## src/rtl/sm3_msg_pack.sv

```systemverilog
// sm3_msg_pack: packs a valid/ready byte stream big-endian into INPT_DW-bit words
// with an MSB-aligned byte-valid mask and a last flag for the SM3 pad stage.
module sm3_msg_pack #(
  parameter int unsigned INPT_DW     = 32,
  parameter int unsigned INPT_BYTE_W = INPT_DW / 8
) (
  input  logic                   clk,
  input  logic                   rst_n,
  input  logic [7:0]             byte_d_i,
  input  logic                   byte_vld_i,
  input  logic                   byte_lst_i,
  output logic                   byte_rdy_o,
  output logic [INPT_DW-1:0]     msg_inpt_d_o,
  output logic [INPT_BYTE_W-1:0] msg_inpt_vld_byte_o,
  output logic                   msg_inpt_vld_o,
  output logic                   msg_inpt_lst_o,
  input  logic                   msg_inpt_rdy_i
);

  localparam int unsigned CntW = $clog2(INPT_BYTE_W);
  localparam logic [CntW-1:0] CntMax = CntW'(INPT_BYTE_W - 1);

  logic [INPT_DW-1:0]     acc_q, acc_d, merged;
  logic [CntW-1:0]        cnt_q, cnt_d;
  logic [INPT_BYTE_W-1:0] mask_new, mask_q, mask_d;
  logic [INPT_DW-1:0]     out_q, out_d;
  logic                   lst_q, lst_d, vld_q, vld_d;
  logic                   byte_acc, complete;

  // Ready ignores byte_vld_i/byte_lst_i so the source sees a stable ready.
  assign byte_rdy_o = !vld_q || msg_inpt_rdy_i;
  assign byte_acc   = byte_vld_i && byte_rdy_o;
  assign complete   = byte_acc && ((cnt_q == CntMax) || byte_lst_i);

  // Merge the incoming byte at slot cnt, zero slots past it, and build the mask.
  always_comb begin
    merged   = acc_q;
    mask_new = '0;
    for (int unsigned i = 0; i < INPT_BYTE_W; i++) begin
      if (CntW'(i) <= cnt_q) begin
        mask_new[INPT_BYTE_W-1-i] = 1'b1;
      end else begin
        merged[INPT_DW-1-8*i -: 8] = 8'h00;
      end
      if (CntW'(i) == cnt_q) begin
        merged[INPT_DW-1-8*i -: 8] = byte_d_i;
      end
    end
  end

  // Accumulator and fill counter: restart on completion, advance on other bytes.
  always_comb begin
    acc_d = acc_q;
    cnt_d = cnt_q;
    if (complete) begin
      acc_d = '0;
      cnt_d = '0;
    end else if (byte_acc) begin
      acc_d = merged;
      cnt_d = cnt_q + CntW'(1);
    end
  end

  // Output register: reload on completion (even during a transfer), else clear on transfer.
  always_comb begin
    out_d  = out_q;
    mask_d = mask_q;
    lst_d  = lst_q;
    vld_d  = vld_q;
    if (complete) begin
      out_d  = merged;
      mask_d = mask_new;
      lst_d  = byte_lst_i;
      vld_d  = 1'b1;
    end else if (vld_q && msg_inpt_rdy_i) begin
      vld_d = 1'b0;
    end
  end

  // State registers; reset drops any partial or held word immediately.
  always_ff @(posedge clk or negedge rst_n) begin
    if (!rst_n) begin
      acc_q  <= '0;
      cnt_q  <= '0;
      out_q  <= '0;
      mask_q <= '0;
      lst_q  <= 1'b0;
      vld_q  <= 1'b0;
    end else begin
      acc_q  <= acc_d;
      cnt_q  <= cnt_d;
      out_q  <= out_d;
      mask_q <= mask_d;
      lst_q  <= lst_d;
      vld_q  <= vld_d;
    end
  end

  assign msg_inpt_d_o        = out_q;
  assign msg_inpt_vld_byte_o = mask_q;
  assign msg_inpt_lst_o      = lst_q;
  assign msg_inpt_vld_o      = vld_q;

endmodule

```

## config.mk

```make
export PLATFORM = sky130hd
export DESIGN_NAME = sm3_msg_pack
export DESIGN_NICKNAME = d
export VERILOG_FILES = /design/src/rtl/sm3_msg_pack.sv
export SDC_FILE = /design/constraint.sdc
export NUM_CORES = 1
export LEC_CHECK = 0
export CORE_MARGIN = 2
export CORE_UTILIZATION = 35
export CTS_CLUSTER_DIAMETER = 150
export DETAILED_ROUTE_END_ITERATION = 8
export SYNTH_ARGS = -nofsm -noshare
export SYNTH_HDL_FRONTEND = slang
export SYNTH_SLANG_ARGS = --single-unit
export TNS_END_PERCENT = 20
```

## constraint.sdc

```tcl
create_clock -name clk -period 2.4 [get_ports clk]
set_input_delay 0.48 -clock clk [delete_from_list [all_inputs] [get_ports clk]]
set_output_delay 0.48 -clock clk [all_outputs]
set_load 0.1 [all_outputs]
```

==> flow_metrics.env, run 1 <==
export IMPL_ys_seq_area_share_pct=56.6
export IMPL_final_cells=357
export IMPL_final_setup_tns_ns=0
export IMPL_insertion_delay_ns=0.33
export IMPL_grt_pass1_vias=1773
export IMPL_r2r_slack_ns=0.51
export IMPL_area_growth_pct=26.6
export IMPL_die_x_um=93.9
export IMPL_critPathRequiredTime_ns=1.92
export IMPL_status="finished, final reports clean"
export IMPL_die_h_um=93.9
export IMPL_period_minus_slack_ns=1.92
export IMPL_first_iter_violations=100
export IMPL_clock_path_buffers=2
export IMPL_avgSynthCellArea_um2=14.7
export IMPL_antenna_diode_count=0
export IMPL_viasPerCell=5.18
export IMPL_critPathKind="in -> out"
export IMPL_layout_nets=267
export IMPL_clockRootBuffer="clkbuf_8"
export IMPL_hold_violations=0
export IMPL_synth_top_area_cell="dfrtp_1"
export IMPL_place_hpwl_mm=3.92
export IMPL_num_vias=1851
export IMPL_drv_slew=0
export IMPL_synthTopCellsByArea="dfrtp_1 (57%), a22o_1 (15%), mux2_4 (10%)"
export IMPL_wl_per_cell_um=17.1
export IMPL_core_area_um2=7770
export IMPL_crit_path_end_kind="output port"
export IMPL_regArea_um2=1600
export IMPL_overflow=0
export IMPL_die_area_um2=8820
export IMPL_rr_worst_depth=5
export IMPL_cp_slowest_cell="clkdlybuf4s50_1"
export IMPL_clk_pin_slew_ns=0.06
export IMPL_fin_crit_sh_pct=80.0
export IMPL_initial_core_util_pct=36.4
export IMPL_gp_congestion=0.741
export IMPL_hp_class="in -> async"
export IMPL_grt_pass1_wl_mm=9.81
export IMPL_rsz0062_at_grt="no"
export IMPL_cts_htree_levels=3
export IMPL_drtPass1Iterations=4
export IMPL_power_per_cell_area_nw_per_um2=1260
export IMPL_crit_chain="clkdlybuf4s50_1 > nand2b_1 > buf_12"
export IMPL_synth_area_um2=2830
export IMPL_dpl_cell_count=341
export IMPL_max_freq_mhz=521
export IMPL_routed_wl_mm=6.11
export IMPL_finClkSkew_ns=0.00663
export IMPL_critPathTopFamily="buffers and inverters"
export IMPL_io_pins=52
export IMPL_numCtsBuffers=9
export IMPL_post_cts_resized=0
export IMPL_maxCapViolCount=0
export IMPL_synth_seq_cells=64
export IMPL_whs_ns=0.161
export IMPL_io_buffers=51
export IMPL_crit_path_start_kind="primary input"
export IMPL_cts_sinks=64
export IMPL_finalSetupViolCount=0
export IMPL_yosysWarnings=0
export IMPL_worst_pin_slew_ns=0.571
export IMPL_grt_max_degree=65
export IMPL_multi_input_area_um2=1130
export IMPL_row_count=32
export IMPL_cts_hold_buf=0
export IMPL_vdd_ir_drop_max_mv=0.738
export IMPL_critPathArrivalTime_ns=1.44
export IMPL_fill_cells=736
export IMPL_fin_util_pct=46.1
export IMPL_yosysUniqueCellTypes=28
export IMPL_regToRegStartpoint="cnt_q[0]"
export IMPL_synth_top_cell_area_share_pct=56.6
export IMPL_grt_use_total_pct=14.9
export IMPL_critPathBufInv=2
export IMPL_cts_setup_buffers=0
export IMPL_worst_path_max_fanout=6
export IMPL_reg2reg_to="msg_inpt_d_o[15]"
export IMPL_relSlewSlack_pct=61.8
export IMPL_critical_path_max_stage_delay_ns=0.45
export IMPL_synthCells=193
export IMPL_synthesis_nets=210
export IMPL_power_leakage_nw=1.78
export IMPL_cts_tree="built"
export IMPL_drc=0
export IMPL_drive_above_1_share_pct=38.4
export IMPL_antenna_found_initial=0
export IMPL_detail_route_antenna_nets=0
[stage by stage]
step | total power (W) | area, µm² | worst slack, ns
4_1_cts | 0.00455 | 3580 | 0.466
2_1_floorplan | 0.00314 | 2830 | 0.125
3_5_place_dp | 0.00361 | 3380 | 0.253
3_3_place_gp | 0.00359 | 3380 | 0.288
6_report | 0.00450 | 3580 | 0.480
5_1_grt | 0.00471 | 3580 | 0.363
[cells by family after synthesis]
| kind of cell | count (synthesis) | synth area share, % |
|---|---|---|
| DFF | 64 | 56.6 |
| buffers and inverters | 18 | 3.62 |
| muxes | 33 | 15.6 |
| AOI/OAI and AO/OA | 57 | 18.4 |
| adders and majority gates | 4 | 1.77 |
| and+or+nand+nor | 17 | 4.02 |
[cell type report]
class / count / area share (%)
sequential: 64 / 44.7
multi-input combinational: 111 / 31.4
timing repair buffer: 60 / 14.3
clock buffer: 14 / 4.54
tap: 102 / 3.56
clock inverter: 2 / 1.05
inverter: 4 / 0.419
[report_power, final]
group	internal [W]	switching [W]	total [W]
clock network	0.000538	0.000390	0.000929
logic	0.000582	0.00156	0.00214
registers	0.00130	0.000132	0.00143
[cells in the final DEF, fill, tap and decap left out]
cell             netlist  routed
nand2_1                1       1
and4_1                 3       3
dfrtp_1               64      64
mux2i_1                1       1
or2_1                  1       1
o311ai_4               2       2
nand4_1                2       2
mux2_2                13      13
buf_4                  2      45
nor2b_1                1       1
nand3_4                1       1
a21o_1                 1       1
ha_1                   4       4
a22o_1                48      48
inv_1                  4       4
buf_2                  4       1
o21ai_0                3       3
clkbuf_1               4       3
nand2b_1               2       2
clkinvlp_4             0       1
bufinv_16              0       1
nand3_1                1       1
o211ai_2               1       1
and3_1                 1       1
mux2_4                19      19
nor2_1                 3       3
clkdlybuf4s50_1        0      11
a31oi_1                2       2
buf_12                 0       3
and2_1                 1       1
clkbuf_8               0      11
[state kept, by name, indices dropped and copies added, names as in the netlist]
register / flops
cnt_q: 2
msg_inpt_lst_o: 1
msg_inpt_d_o: 32
msg_inpt_vld_byte_o: 4
acc_q: 24
msg_inpt_vld_o: 1
[per-layer routing]
metal | vias up | track usage [%] | part of all wire [%]
li1 | 853 | - | -
met1 | 942 | 22.2 | 50
met2 | 52 | 20.5 | 44
met3 | 4 | 5.78 | 4.6
met4 | 0 | 3.26 | 0.79
met5 | - | 0 | 0
[cell usage after synthesis, drive strengths merged]
| library cell | number |
|---|---|
| a22o | 48 |
| or2 | 1 |
| a31oi | 2 |
| buf | 10 |
| ha | 4 |
| nand3 | 2 |
| o21ai | 3 |
| o311ai | 2 |
| nor2b | 1 |
| a21o | 1 |
| and4 | 3 |
| and2 | 1 |
| mux2 | 32 |
| nand2 | 1 |
| nand2b | 2 |
| nor2 | 3 |
| mux2i | 1 |
| clkbuf | 4 |
| dfrtp | 64 |
| inv | 4 |
| o211ai | 1 |
| and3 | 1 |
| nand4 | 2 |
[worst max-delay path by stage]
| stage | to | from | slack [ns] | depth (start not counted) |
|---|---|---|---|---|
| 2_1_floorplan | acc_q[24] | msg_inpt_vld_o | 0.12 | 4 |
| 5_1_grt | msg_inpt_d_o[10] | cnt_q[0] | 0.36 | 5 |
| 3_3_place_gp | acc_q[9] | msg_inpt_rdy_i | 0.29 | 5 |
| 4_1_cts | byte_rdy_o | msg_inpt_rdy_i | 0.47 | 3 |
| 6_report | byte_rdy_o | msg_inpt_rdy_i | 0.48 | 3 |
| 3_5_place_dp | acc_q[16] | msg_inpt_rdy_i | 0.25 | 5 |
(Power assumes the default switching activity.)
==> inputs of run 2 (changes only) <==
==> constraint.sdc (replaced) <==
create_clock -name clk -period 2 [get_ports clk]
set_input_delay 0.4 -clock clk [delete_from_list [all_inputs] [get_ports clk]]
set_output_delay 0.4 -clock clk [all_outputs]
set_load 0.1 [all_outputs]
==> flow_metrics.env, run 2 (synthesis gave the netlist of run 1 again) <==
export IMPL_die_area_um2=8820
export IMPL_io_buffers=51
export IMPL_r2r_slack_ns=0.20
export IMPL_antenna_diode_count=0
export IMPL_gp_congestion=0.758
export IMPL_grt_pass1_wl_mm=10.4
export IMPL_detail_route_antenna_nets=0
export IMPL_finalSetupViolCount=0
export IMPL_reg2reg_to="msg_inpt_d_o[22]"
export IMPL_critical_path_max_stage_delay_ns=0.46
export IMPL_wl_per_cell_um=17.4
export IMPL_worst_path_max_fanout=6
export IMPL_cts_hold_buf=0
export IMPL_clk_pin_slew_ns=0.07
export IMPL_grt_pass1_vias=1897
export IMPL_setup_ws_ns=0.167
export IMPL_final_common_cell="dfrtp_1"
export IMPL_grt_use_total_pct=15.9
export IMPL_cts_tree="built"
export IMPL_critPathRequiredTime_ns=1.60
export IMPL_layout_nets=279
export IMPL_fin_util_pct=47.8
export IMPL_antenna_found_initial=0
export IMPL_maxCapViolCount=0
export IMPL_die_h_um=93.9
export IMPL_power_leakage_nw=1.86
export IMPL_grt_max_degree=65
export IMPL_hold_violations=0
export IMPL_row_count=32
export IMPL_critPathArrivalTime_ns=1.43
export IMPL_drive_above_1_share_pct=42.7
export IMPL_crit_path_start_kind="primary input"
export IMPL_area_growth_pct=31.2
export IMPL_cts_setup_buffers=0
export IMPL_critPathKind="in -> out"
export IMPL_num_vias=1916
export IMPL_rr_worst_depth=6
export IMPL_dpl_cell_count=353
export IMPL_numCtsBuffers=9
export IMPL_vdd_ir_drop_max_mv=0.962
export IMPL_mostFrequentLayoutCells="dfrtp_1 (63), buf_4 (54), a22o_1 (48), mux2_4 (19), mux2_2 (13)"
export IMPL_power_per_cell_area_nw_per_um2=1470
export IMPL_first_iter_violations=60
export IMPL_die_x_um=93.9
export IMPL_whs_ns=0.0471
export IMPL_period_minus_slack_ns=1.83
export IMPL_clockRootBuffer="clkbuf_8"
export IMPL_io_pins=52
export IMPL_post_place_ws_ns=-0.0181
export IMPL_worst_pin_slew_ns=0.567
export IMPL_drv_slew=0
export IMPL_core_area_um2=7770
export IMPL_viasPerCell=5.19
export IMPL_regToRegStartpoint="cnt_q[1]"
export IMPL_insertion_delay_ns=0.35
export IMPL_place_hpwl_mm=4.24
export IMPL_max_freq_mhz=545
export IMPL_status="finished, final reports clean"
export IMPL_largest_register_ffs=32
export IMPL_final_cells=369
export IMPL_finClkSkew_ns=0.0103
export IMPL_routed_wl_mm=6.43
export IMPL_cts_sinks=64
export IMPL_fill_cells=730
export IMPL_overflow=0
export IMPL_rsz0062_at_grt="no"
export IMPL_crit_chain="clkdlybuf4s50_1 > nand2b_2 > buf_4 > buf_12"
export IMPL_initial_core_util_pct=36.4
export IMPL_relSlewSlack_pct=62.0
export IMPL_crit_path_end_kind="output port"
export IMPL_hp_class="in -> async"
export IMPL_clock_path_buffers=2
export IMPL_cp_slowest_cell="clkdlybuf4s50_1"
export IMPL_drtPass1Iterations=4
export IMPL_drc=0
export IMPL_fin_crit_sh_pct=91.7
export IMPL_cts_htree_levels=3
run 2: worst max-delay path by stage:
stage / from / endpoint / depth (start not counted)
6_report: msg_inpt_rdy_i / byte_rdy_o / 4
5_1_grt: cnt_q[1] / msg_inpt_d_o[20] / 6
4_1_cts: msg_inpt_rdy_i / byte_rdy_o / 4
3_5_place_dp: msg_inpt_rdy_i / msg_inpt_d_o[1] / 5
3_3_place_gp: msg_inpt_rdy_i / acc_q[22] / 5
2_1_floorplan: msg_inpt_vld_o / acc_q[24] / 4
run 2: worst max-delay path: cells and delay by family:
kind | cells | cell delay [ns]
buffers and inverters | 3 | 0.81
and+or+nand+nor | 1 | 0.22
run 2: power by group:
group	switching [W]	internal (W)	total, W
Combinational	0.00189	0.000745	0.00263
Sequential	0.000157	0.00156	0.00172
Clock	0.000504	0.000607	0.00111
Total	0.00255	0.00291	0.00546
run 2: layout make-up:
type | instances | area (µm²) | share of cell area [%]
Sequential cell | 64 | 1600 | 43.2
Timing Repair Buffer | 72 | 641 | 17.3
Clock inverter | 5 | 56.3 | 1.52
Multi-Input combinational cell | 111 | 1130 | 30.4
Tap cell | 102 | 128 | 3.44
Clock buffer | 11 | 141 | 3.81
Inverter | 4 | 15.0 | 0.404
run 2: per-stage QoR:
step,area (µm²),TNS [ns],power [W]
5_1_grt,3710,0,0.00569
6_report,3710,0,0.00546
3_3_place_gp,3510,0,0.00437
4_1_cts,3710,0,0.00550
3_5_place_dp,3510,-0.0555,0.00438
2_1_floorplan,2830,0,0.00377
run 2: metal layers:
| layer | up-vias | GRT usage (%) | share of wire, % |
|---|---|---|---|
| met5 | - | 0 | 0 |
| met4 | 0 | 8.82 | 3.0 |
| met3 | 16 | 3.21 | 4.7 |
| met2 | 67 | 22.1 | 44 |
| met1 | 960 | 23.0 | 48 |
| li1 | 873 | - | - |
run 2: what timing repair did:
action / 4_1_cts / 5_1_grt
setup endpoints to repair: 0 / 1
hold endpoints to repair: 0 / 0
resized for setup: 0 / 1
==> inputs of run 3 (changes only) <==
--- a/config.mk
+++ b/config.mk
@@ -7,7 +7,7 @@
 export LEC_CHECK = 0
 export CORE_MARGIN = 2
 export CORE_UTILIZATION = 35
-export CTS_CLUSTER_DIAMETER = 150
+export CTS_CLUSTER_DIAMETER = 80
 export DETAILED_ROUTE_END_ITERATION = 8
 export SYNTH_ARGS = -nofsm -noshare
 export SYNTH_HDL_FRONTEND = slang
==> results of run 3 <==
Same layout as run 2: the final DEF is identical, and so are final timing and power.
